<file path="config.mk">
export PLATFORM = sky130hd
export DESIGN_NAME = next_pc_unit
export DESIGN_NICKNAME = d
export VERILOG_FILES = /design/src/rtl/next_pc_unit.sv
export SDC_FILE = /design/constraint.sdc
export NUM_CORES = 1
export LEC_CHECK = 0
export CORE_MARGIN = 4
export CORE_UTILIZATION = 45
export CTS_BUF_LIST = sky130_fd_sc_hd__clkbuf_8
export CTS_CLUSTER_SIZE = 10
export DETAILED_ROUTE_END_ITERATION = 7
export DONT_BUFFER_PORTS = 1
export GPL_TIMING_DRIVEN = 0
export HOLD_SLACK_MARGIN = 0.12
export PLACE_DENSITY = 0.62
export RECOVER_POWER = 100
export SLEW_MARGIN = 40
export SYNTH_ARGS = -nofsm -noshare
export SYNTH_HDL_FRONTEND = slang
export SYNTH_SLANG_ARGS = --single-unit
</file>
<file path="constraint.sdc">
create_clock -name clk -period 3.49 [get_ports clk]
set_input_delay 0.698 -clock clk [delete_from_list [all_inputs] [get_ports clk]]
set_output_delay 0.698 -clock clk [all_outputs]
set_load 0.02 [all_outputs]
</file>
<file path="src/rtl/next_pc_unit.sv">
// Fetch-side next-PC selection with per-stage prediction records.
// Mispredictions are resolved in EX, which flushes IF/ID and ID/EX and redirects fetch.
module next_pc_unit #(
  parameter logic [31:0] RESET_PC = 32'h0000_0000,
  parameter int          CNT_W    = 32
) (
  input  logic             clk,
  input  logic             rst,
  input  logic             stall,
  input  logic             halt,
  input  logic             IF_PC_hit,
  input  logic             Pred_Jump,
  input  logic [31:0]      PC_des_out,
  input  logic             ex_is_branch,
  input  logic             ex_taken,
  input  logic [31:0]      ex_target,
  input  logic             ex_jump,
  input  logic [31:0]      ex_jump_target,
  output logic [31:0]      IF_PC,
  output logic [31:0]      EX_PC,
  output logic             EX_Branch,
  output logic             Branch_Success,
  output logic [31:0]      PC_des_in,
  output logic             flush,
  output logic [CNT_W-1:0] branch_cnt,
  output logic [CNT_W-1:0] mispred_cnt
);

  typedef struct packed {
    logic        valid;
    logic [31:0] pc;
    logic        pred_taken;
    logic [31:0] pred_target;
  } rec_t;

  rec_t        id_r;
  rec_t        ex_r;
  rec_t        if_rec;
  logic        actual_taken;
  logic [31:0] actual_tgt;
  logic        mispredict;
  logic [31:0] redirect_pc;

  always_comb begin
    if_rec.valid       = 1'b1;
    if_rec.pc          = IF_PC;
    if_rec.pred_taken  = IF_PC_hit & Pred_Jump;
    if_rec.pred_target = PC_des_out;
  end

  // EX resolution; everything that acts on it is gated by ex_r.valid.
  always_comb begin
    actual_taken = ex_jump | (ex_is_branch & ex_taken);
    actual_tgt   = ex_jump ? ex_jump_target : ex_target;
    mispredict   = (ex_r.pred_taken != actual_taken) |
                   (actual_taken & (ex_r.pred_target != actual_tgt));
    redirect_pc  = actual_taken ? actual_tgt : ex_r.pc + 32'd4;
  end

  assign flush          = ex_r.valid & mispredict;
  assign EX_Branch      = ex_is_branch & ex_r.valid;
  assign Branch_Success = ex_taken & EX_Branch;
  assign PC_des_in      = ex_target;
  assign EX_PC          = ex_r.pc;

  always_ff @(posedge clk or negedge rst) begin
    if (!rst) begin
      IF_PC <= RESET_PC;
    end else if (flush) begin
      IF_PC <= redirect_pc;
    end else if (halt || stall) begin
      IF_PC <= IF_PC;
    end else if (if_rec.pred_taken) begin
      IF_PC <= if_rec.pred_target;
    end else begin
      IF_PC <= IF_PC + 32'd4;
    end
  end

  // A flush kills both younger records even while stalled or halted.
  always_ff @(posedge clk or negedge rst) begin
    if (!rst) begin
      id_r <= '0;
      ex_r <= '0;
    end else if (flush) begin
      id_r.valid <= 1'b0;
      ex_r.valid <= 1'b0;
    end else if (halt) begin
      id_r <= id_r;
      ex_r <= ex_r;
    end else if (stall) begin
      id_r       <= id_r;
      ex_r.valid <= 1'b0;
    end else begin
      id_r <= if_rec;
      ex_r <= id_r;
    end
  end

  always_ff @(posedge clk or negedge rst) begin
    if (!rst) begin
      branch_cnt  <= '0;
      mispred_cnt <= '0;
    end else if (!halt) begin
      if (EX_Branch) branch_cnt  <= branch_cnt + CNT_W'(1);
      if (flush)     mispred_cnt <= mispred_cnt + CNT_W'(1);
    end
  end

endmodule
</file>
==> impl_metrics.xml, run 1 <==
<?xml version="1.0" encoding="UTF-8"?>
<metrics>
  <group name="grt">
    <metric name="grt_first_pass_wirelength" unit="microns">55200</metric>
    <metric name="first_global_vias" unit="">9064</metric>
    <metric name="antenna_found_initial" unit="">0</metric>
    <metric name="grt.total_usage" unit="">0.236</metric>
    <metric name="globalRoute.totalOverflow" unit="">0</metric>
    <metric name="maximum_number_of_pins_on_one_net_before_global_route_repair" unit="">229</metric>
  </group>
  <group name="setup_path">
    <metric name="critical_path_required" unit="ns">2.79</metric>
    <metric name="worst_setup_path_start_kind" unit="">input pin</metric>
    <metric name="worst_path_max_fanout" unit="">10</metric>
    <metric name="critical_path_arrival" unit="ns">2.71</metric>
    <metric name="endpoint_kind" unit="">primary output</metric>
    <metric name="timing.setup.critical_path_class" unit="">in2out</metric>
  </group>
  <group name="logic_synthesis">
    <metric name="synth.yosys.warnings" unit="">0</metric>
    <metric name="synth.largest_area_cell" unit="">sky130_fd_sc_hd__dfrtp_1</metric>
    <metric name="post_synth_main_area_contributors" unit="">sky130_fd_sc_hd__dfrtp_1 (46%), sky130_fd_sc_hd__mux2_1 (10%), sky130_fd_sc_hd__buf_4 (6.1%), sky130_fd_sc_hd__mux2i_1 (5.3%), sky130_fd_sc_hd__xnor2_1 (5.1%)</metric>
    <metric name="mappedNetlistArea" unit="sq um">12400</metric>
    <metric name="synthArstFlopShare" unit="">1.00</metric>
    <metric name="ys_seq_elements" unit="">228</metric>
    <metric name="synth_cell_type_count" unit="">50</metric>
    <metric name="dominantRegCellSynth" unit="">sky130_fd_sc_hd__dfrtp_1</metric>
    <metric name="synth_edf_count" unit="">0</metric>
    <metric name="postSynthCellCount" unit="">1157</metric>
    <metric name="yosys-top-cells-count" unit="">sky130_fd_sc_hd__dfrtp_1 (228), sky130_fd_sc_hd__mux2_1 (110), sky130_fd_sc_hd__buf_4 (100), sky130_fd_sc_hd__nand2_1 (85), sky130_fd_sc_hd__xnor2_1 (72)</metric>
    <metric name="synthesis.area_per_instance" unit="sq um">10.7</metric>
    <metric name="yosys.cell_count.top_type" unit="">sky130_fd_sc_hd__dfrtp_1</metric>
    <metric name="mappedNetlistNets" unit="">1266</metric>
    <metric name="synth_top_area_frac" unit="">0.461</metric>
    <metric name="ys_seq_area_frac" unit="">0.461</metric>
  </group>
  <group name="power">
    <metric name="netSwitchingFraction" unit="">0.377</metric>
    <metric name="leakagePower" unit="nW">5.84</metric>
    <metric name="combinational_power_share" unit="">0.291</metric>
    <metric name="total_power" unit="mW">10.3</metric>
    <metric name="power_density" unit="nW/um^2">744</metric>
    <metric name="p_clk_frac" unit="">0.260</metric>
    <metric name="sequentialPowerShare" unit="">0.449</metric>
    <metric name="internal_power" unit="mW">6.40</metric>
    <metric name="ir_worst_vdd" unit="uV">409</metric>
    <metric name="power.switching" unit="mW">3.87</metric>
  </group>
  <group name="clocking">
    <metric name="max-clock-path-buffers" unit="">3</metric>
    <metric name="clock_latency" unit="ns">0.55</metric>
    <metric name="numClockSinks" unit="">228</metric>
    <metric name="clock-root-buffer" unit="">sky130_fd_sc_hd__clkbuf_8</metric>
    <metric name="cts_inserted_buffers" unit="">42</metric>
    <metric name="ctsHtreeMaxLevel" unit="">2</metric>
    <metric name="tritoncts" unit="">done</metric>
    <metric name="clk_pin_slew_worst_paths" unit="ns">0.06</metric>
  </group>
  <group name="detailed_routing">
    <metric name="drcViolationCount" unit="">0</metric>
    <metric name="num_vias" unit="">9106</metric>
    <metric name="drt.antenna.violating_nets" unit="">0</metric>
    <metric name="post_route_wl" unit="microns">37200</metric>
    <metric name="detailedRoute.firstIterationViolations" unit="">822</metric>
    <metric name="firstDrtPassIters" unit="">7</metric>
    <metric name="routedWlPerCell" unit="microns">23.4</metric>
    <metric name="post_drt_via_cell_ratio" unit="">5.74</metric>
  </group>
  <group name="timing">
    <metric name="fin_setup_tns" unit="ns">0</metric>
    <metric name="period_minus_slack" unit="ns">3.40</metric>
    <metric name="timing.max_slew.rel_slack" unit="">0.385</metric>
    <metric name="tightest_slew" unit="ns">0.921</metric>
    <metric name="timing_max_transition_violations_final" unit="">0</metric>
    <metric name="whs" unit="ns">-0.138</metric>
    <metric name="maxClockFrequency" unit="MHz">294</metric>
    <metric name="setup_repair_after_global_routing_missed_its_margin" unit="">false</metric>
    <metric name="skew" unit="ns">0.0276</metric>
    <metric name="post-route-period-util" unit="">0.975</metric>
    <metric name="setup_viol_count_final" unit="">0</metric>
    <metric name="finalHoldViolations" unit="">228</metric>
  </group>
  <group name="run_status">
    <metric name="status" unit="">complete, but fails checks</metric>
    <metric name="failed_checks" unit="">hold timing</metric>
  </group>
  <group name="placed_design">
    <metric name="placedCellCount" unit="">1498</metric>
    <metric name="global_placer_s_final_weighted_congestion" unit="">0.885</metric>
    <metric name="placement.io_buffers" unit="">0</metric>
    <metric name="half_perimeter_wire_length_after_placement" unit="microns">26600</metric>
    <metric name="placement.cell_area" unit="sq um">12800</metric>
  </group>
  <group name="floorplan">
    <metric name="fp.dieH" unit="microns">174</metric>
    <metric name="core-area" unit="sq um">27000</metric>
    <metric name="overall_die_area" unit="sq um">30200</metric>
    <metric name="rows" unit="">60</metric>
    <metric name="start_util" unit="">0.458</metric>
    <metric name="die_w" unit="microns">174</metric>
    <metric name="boundary_pins" unit="">268</metric>
  </group>
  <group name="finish">
    <metric name="layout-area-overhead-vs-synth" unit="%">11.4</metric>
    <metric name="num-nets-final" unit="">1321</metric>
    <metric name="drive_above_1_share" unit="">0.125</metric>
    <metric name="final_design_area_no_fill" unit="sq um">13800</metric>
    <metric name="finalNonFillerCells" unit="">1586</metric>
  </group>
  <group name="hold_path">
    <metric name="hp-class" unit="">in2async</metric>
  </group>
  <group name="job">
    <metric name="timing.max_cap.violations" unit="">0</metric>
  </group>
</metrics>
[cell usage in the layout, fill, tap and decap left out, types with 5 or more instances in the layout]
cell type / synthesis / routed
sky130_fd_sc_hd__o21ai_0: 29 / 29
sky130_fd_sc_hd__clkbuf_1: 30 / 129
sky130_fd_sc_hd__mux2_1: 110 / 110
sky130_fd_sc_hd__clkbuf_8: 0 / 50
sky130_fd_sc_hd__dfrtp_1: 228 / 228
sky130_fd_sc_hd__nand2_1: 85 / 85
sky130_fd_sc_hd__a21oi_1: 39 / 38
sky130_fd_sc_hd__buf_6: 14 / 10
sky130_fd_sc_hd__nor3_1: 27 / 27
sky130_fd_sc_hd__nand4_1: 23 / 23
sky130_fd_sc_hd__mux2i_1: 66 / 38
sky130_fd_sc_hd__clkinv_2: 0 / 6
sky130_fd_sc_hd__mux2i_4: 0 / 21
sky130_fd_sc_hd__nor2_1: 67 / 67
sky130_fd_sc_hd__mux2_2: 25 / 25
sky130_fd_sc_hd__o22ai_1: 23 / 23
sky130_fd_sc_hd__xor2_1: 47 / 47
sky130_fd_sc_hd__inv_1: 11 / 26
sky130_fd_sc_hd__mux2i_2: 0 / 7
sky130_fd_sc_hd__and4_1: 11 / 11
sky130_fd_sc_hd__nor4_1: 20 / 17
sky130_fd_sc_hd__nand3_1: 42 / 42
sky130_fd_sc_hd__buf_4: 100 / 9
sky130_fd_sc_hd__xnor2_1: 72 / 71
sky130_fd_sc_hd__a31oi_1: 12 / 12
sky130_fd_sc_hd__and3_1: 22 / 22
sky130_fd_sc_hd__or3_1: 5 / 5
[cell type report]
| class | instances | area, sq um |
|---|---|---|
| Tap cell | 341 | 427 |
| Fill cell | 2499 | 13200 |
| Sequential cell | 228 | 5710 |
| Inverter | 12 | 45.0 |
| Clock buffer | 50 | 688 |
| Multi-Input combinational cell | 768 | 5910 |
| Timing Repair Buffer | 11 | 115 |
| Antenna cell | 2 | 5.00 |
| Buffer | 149 | 731 |
| Clock inverter | 25 | 184 |
[critical path, stage by stage]
cell                      delay [ns]
sky130_fd_sc_hd__buf_12         0.15
sky130_fd_sc_hd__buf_16         0.19
sky130_fd_sc_hd__mux2i_4        0.26
sky130_fd_sc_hd__xnor2_1        0.09
sky130_fd_sc_hd__nor4_2         0.38
sky130_fd_sc_hd__nand3_1        0.14
sky130_fd_sc_hd__nor3_1         0.27
sky130_fd_sc_hd__or2_1          0.16
sky130_fd_sc_hd__buf_6          0.10
sky130_fd_sc_hd__inv_2          0.06
sky130_fd_sc_hd__buf_8          0.18
[cell families after synthesis]
| group | after synthesis | share of synthesized area |
|---|---|---|
| AO/OA/AOI/OAI | 121 | 0.0574 |
| buffers and inverters | 161 | 0.0880 |
| AND/OR/NAND/NOR | 323 | 0.130 |
| XOR/XNOR | 119 | 0.0841 |
| adder cells (fa/ha/maj) | 4 | 0.00404 |
| multiplexers | 201 | 0.176 |
| flip-flops | 228 | 0.461 |
[through the flow]
step	util	setup slack, ns
detailed placement	0.474	-1.07
global route	0.511	0.0262
finish	0.511	0.0869
floorplan	-	0.101
CTS	0.522	0.00397
global placement	0.474	-1.11
[final timing paths]
path                           startpoint               to  slack, ns  cells past startpoint
hold reg to reg                  id_r[43]        EX_PC[10]       0.48                      1
hold / removal                        rst  mispred_cnt[12]      -0.14                      0
max in group asynchronous             rst        EX_PC[16]       3.21                      0
setup reg to reg           mispred_cnt[4]  mispred_cnt[31]       0.34                      7
setup / recovery                  ex_jump            flush       0.09                     11
min in group clk           PC_des_out[29]         id_r[29]       0.29                      1
[layer usage]
layer	part of all wire	vias to the layer above	routed length [microns]	GRT usage
met5	0	-	0	0
met3	0.086	86	3210	0.0722
li1	-	4135	-	-
met4	0.041	0	1530	0.0930
met1	0.42	4458	15400	0.306
met2	0.46	427	17000	0.372
[power groups by stage]
stage / sequential (mW) / clock, mW / combinational [mW]
6_report: 4.61 / 2.67 / 2.99
5_1_grt: 4.75 / 2.83 / 3.25
4_1_cts: 4.62 / 2.71 / 3.32
3_5_place_dp: 4.65 / 0 / 3.22
3_3_place_gp: 4.61 / 0 / 3.17
2_1_floorplan: 4.28 / 0 / 2.75
[flip-flops by register name, indices dropped and copies added (netlist names)]
register / flops
id_r: 66
ex_r: 34
mispred_cnt: 32
EX_PC: 32
IF_PC: 32
branch_cnt: 32
[timing repair]
| item | in CTS | in global routing |
|---|---|---|
| endpoints found under the hold margin | 228 | 228 |
| endpoints found under the setup margin | 96 | 1 |
| resized for setup | 63 | 10 |
| gates cloned | 2 | 0 |
| buffers inserted | 5 | 4 |
| pin swaps | 6 | 5 |
(Power assumes the default switching activity.)
==> run 2: changes to the inputs <==
--- a/config.mk
+++ b/config.mk
@@ -13,9 +13,11 @@
 export DONT_BUFFER_PORTS = 1
 export GPL_TIMING_DRIVEN = 0
 export HOLD_SLACK_MARGIN = 0.12
-export PLACE_DENSITY = 0.62
+export PLACE_DENSITY = 0.65
 export RECOVER_POWER = 100
+export SETUP_SLACK_MARGIN = 0.1
 export SLEW_MARGIN = 40
 export SYNTH_ARGS = -nofsm -noshare
 export SYNTH_HDL_FRONTEND = slang
 export SYNTH_SLANG_ARGS = --single-unit
+export TNS_END_PERCENT = 20
==> impl_metrics.xml, run 2 (same netlist as run 1, synthesis figures left out) <==
<?xml version="1.0" encoding="UTF-8"?>
<metrics>
  <group name="setup_path">
    <metric name="rr_endpoint" unit="">mispred_cnt[31]</metric>
    <metric name="reg2reg_slack" unit="ns">0.39</metric>
    <metric name="timing.critical_path.cells" unit="">buf_16 -&gt; buf_16 -&gt; mux2i_4 -&gt; xnor2_1 -&gt; nor4_4 -&gt; nand4_1 -&gt; nor3_4 -&gt; or2_1 -&gt; buf_6 -&gt; inv_8 -&gt; buf_6</metric>
    <metric name="ff2ff_path_depth" unit="">7</metric>
    <metric name="critical_path_arrival" unit="ns">2.65</metric>
    <metric name="endpoint_kind" unit="">primary output</metric>
    <metric name="crit_family" unit="">simple AND/OR/NAND/NOR gates</metric>
    <metric name="worst_path_max_fanout" unit="">6</metric>
    <metric name="critical_path.slowest_cell" unit="">sky130_fd_sc_hd__mux2i_4</metric>
    <metric name="critPathMaxStageDelay" unit="ns">0.29</metric>
    <metric name="timing.setup.critical_path_class" unit="">in2out</metric>
    <metric name="rr_startpoint" unit="">mispred_cnt[4]</metric>
    <metric name="worst_setup_path_start_kind" unit="">input pin</metric>
    <metric name="worst-path-buf-inv" unit="">5</metric>
    <metric name="critical_path_required" unit="ns">2.79</metric>
  </group>
  <group name="finish">
    <metric name="antenna-diode-count" unit="">0</metric>
    <metric name="multi_input_comb_area" unit="sq um">6040</metric>
    <metric name="largest-register" unit="">id_r</metric>
    <metric name="final_design_area_no_fill" unit="sq um">14000</metric>
    <metric name="num-nets-final" unit="">1326</metric>
    <metric name="most-common-layout-cells" unit="">sky130_fd_sc_hd__dfrtp_1 (228), sky130_fd_sc_hd__clkbuf_1 (129), sky130_fd_sc_hd__mux2_1 (110)</metric>
    <metric name="reg_area" unit="sq um">5710</metric>
    <metric name="max_ffs_per_register" unit="">66</metric>
    <metric name="layout-area-overhead-vs-synth" unit="%">12.7</metric>
    <metric name="largest_registers" unit="">id_r (66), ex_r (34)</metric>
    <metric name="drive_above_1_share" unit="">0.138</metric>
    <metric name="filler_cell_count" unit="">2449</metric>
    <metric name="final_common_cell" unit="">sky130_fd_sc_hd__dfrtp_1</metric>
    <metric name="finalNonFillerCells" unit="">1586</metric>
    <metric name="layout.core_utilization" unit="">0.516</metric>
  </group>
  <group name="timing">
    <metric name="timing.max_slew.rel_slack" unit="">0.397</metric>
    <metric name="whs" unit="ns">-0.134</metric>
    <metric name="skew" unit="ns">0.0172</metric>
    <metric name="timing_max_transition_violations_final" unit="">0</metric>
    <metric name="setup_viol_count_final" unit="">0</metric>
    <metric name="fin_setup_tns" unit="ns">0</metric>
    <metric name="tightest_slew" unit="ns">0.902</metric>
    <metric name="maxClockFrequency" unit="MHz">299</metric>
    <metric name="post-route-period-util" unit="">0.959</metric>
    <metric name="finalHoldViolations" unit="">228</metric>
    <metric name="setup_repair_after_global_routing_missed_its_margin" unit="">true</metric>
    <metric name="timing.final.ws_setup" unit="ns">0.145</metric>
    <metric name="period_minus_slack" unit="ns">3.35</metric>
  </group>
  <group name="detailed_routing">
    <metric name="post_route_wl" unit="microns">37200</metric>
    <metric name="routedWlPerCell" unit="microns">23.5</metric>
    <metric name="num_vias" unit="">9203</metric>
    <metric name="firstDrtPassIters" unit="">5</metric>
    <metric name="post_drt_via_cell_ratio" unit="">5.80</metric>
    <metric name="detailedRoute.firstIterationViolations" unit="">789</metric>
    <metric name="drt.antenna.violating_nets" unit="">0</metric>
    <metric name="drcViolationCount" unit="">0</metric>
  </group>
  <group name="hold_path">
    <metric name="hp-class" unit="">in2async</metric>
  </group>
  <group name="placed_design">
    <metric name="global_placer_s_final_weighted_congestion" unit="">0.906</metric>
    <metric name="half_perimeter_wire_length_after_placement" unit="microns">26500</metric>
    <metric name="placement.io_buffers" unit="">0</metric>
    <metric name="placedCellCount" unit="">1498</metric>
    <metric name="dp_slack" unit="ns">-1.06</metric>
    <metric name="placement.cell_area" unit="sq um">12800</metric>
  </group>
  <group name="grt">
    <metric name="maximum_number_of_pins_on_one_net_before_global_route_repair" unit="">229</metric>
    <metric name="globalRoute.totalOverflow" unit="">0</metric>
    <metric name="grt_first_pass_wirelength" unit="microns">56000</metric>
    <metric name="first_global_vias" unit="">9118</metric>
    <metric name="grt.total_usage" unit="">0.238</metric>
    <metric name="antenna_found_initial" unit="">2</metric>
  </group>
  <group name="power">
    <metric name="internal_power" unit="mW">6.31</metric>
    <metric name="leakagePower" unit="nW">5.89</metric>
    <metric name="p_clk_frac" unit="">0.245</metric>
    <metric name="power_density" unit="nW/um^2">733</metric>
    <metric name="sequentialPowerShare" unit="">0.452</metric>
    <metric name="total_power" unit="mW">10.2</metric>
    <metric name="ir_worst_vdd" unit="uV">409</metric>
    <metric name="power.switching" unit="mW">3.93</metric>
    <metric name="netSwitchingFraction" unit="">0.384</metric>
    <metric name="combinational_power_share" unit="">0.303</metric>
  </group>
  <group name="clocking">
    <metric name="clock_latency" unit="ns">0.54</metric>
    <metric name="ctsHtreeMaxLevel" unit="">2</metric>
    <metric name="cts_inserted_buffers" unit="">39</metric>
    <metric name="tritoncts" unit="">done</metric>
    <metric name="numClockSinks" unit="">228</metric>
    <metric name="clock-root-buffer" unit="">sky130_fd_sc_hd__clkbuf_8</metric>
    <metric name="max-clock-path-buffers" unit="">3</metric>
    <metric name="clk_pin_slew_worst_paths" unit="ns">0.07</metric>
  </group>
  <group name="floorplan">
    <metric name="overall_die_area" unit="sq um">30200</metric>
    <metric name="rows" unit="">60</metric>
    <metric name="core-area" unit="sq um">27000</metric>
    <metric name="start_util" unit="">0.458</metric>
    <metric name="die_w" unit="microns">174</metric>
    <metric name="boundary_pins" unit="">268</metric>
    <metric name="fp.dieH" unit="microns">174</metric>
  </group>
  <group name="run_status">
    <metric name="failed_checks" unit="">hold timing</metric>
    <metric name="status" unit="">complete, but fails checks</metric>
  </group>
  <group name="job">
    <metric name="timing.max_cap.violations" unit="">0</metric>
  </group>
</metrics>
## run 2: cell count changes in the layout (fill, tap and decap cells not counted), moves of 4 or more
cell,delta
sky130_fd_sc_hd__inv_1,-5
sky130_fd_sc_hd__xnor2_1,-4
sky130_fd_sc_hd__xnor2_2,+4
sky130_fd_sc_hd__buf_6,-6
sky130_fd_sc_hd__mux2i_4,+4
sky130_fd_sc_hd__clkbuf_2,+11
## run 2: what timing repair did
item                                    CTS  global route
endpoints found under the setup margin  174             1
setup buffers                             7             8
gates cloned                              3             1
hold endpoints to repair                228           228
gates resized for setup                  73            28
pin swaps                                 8            12
## run 2: cell type report
| class | count | area share |
|---|---|---|
| plain buffers | 149 | 0.0497 |
| clock buffers | 51 | 0.0503 |
| clock inverters | 18 | 0.00780 |
| inverters | 12 | 0.00377 |
| multi-input cells | 768 | 0.432 |
| flip-flops and latches | 228 | 0.409 |
| well taps | 341 | 0.0306 |
| repair buffers | 19 | 0.0167 |
## run 2: layer usage
layer / global-route usage / wire, microns / share of wire / up-vias
li1: - / - / - / 4126
met1: 0.309 / 15100 / 0.41 / 4542
met2: 0.381 / 17500 / 0.47 / 446
met3: 0.0746 / 3380 / 0.091 / 85
met4: 0.0825 / 1200 / 0.032 / 4
met5: 0 / 34 / 0.00091 / -
## run 2: worst max-delay path by stage
stage,endpoint,slack [ns],cells after the start,from
final,flush,0.14,11,ex_jump
after global routing,id_r[59],0.05,12,ex_jump
after CTS,flush,0.13,11,ex_jump
after detailed placement,flush,-1.06,11,ex_jump
after global placement,flush,-0.97,11,ex_jump
after floorplan,flush,0.10,11,ex_jump
## run 2: power by group through the flow
stage	clock, mW	combinational (mW)	sequential [mW]
floorplan	0	2.75	4.28
global placement	0	3.16	4.61
detailed placement	0	3.22	4.65
CTS	2.55	3.36	4.61
global route	2.67	3.34	4.76
finish	2.51	3.10	4.63
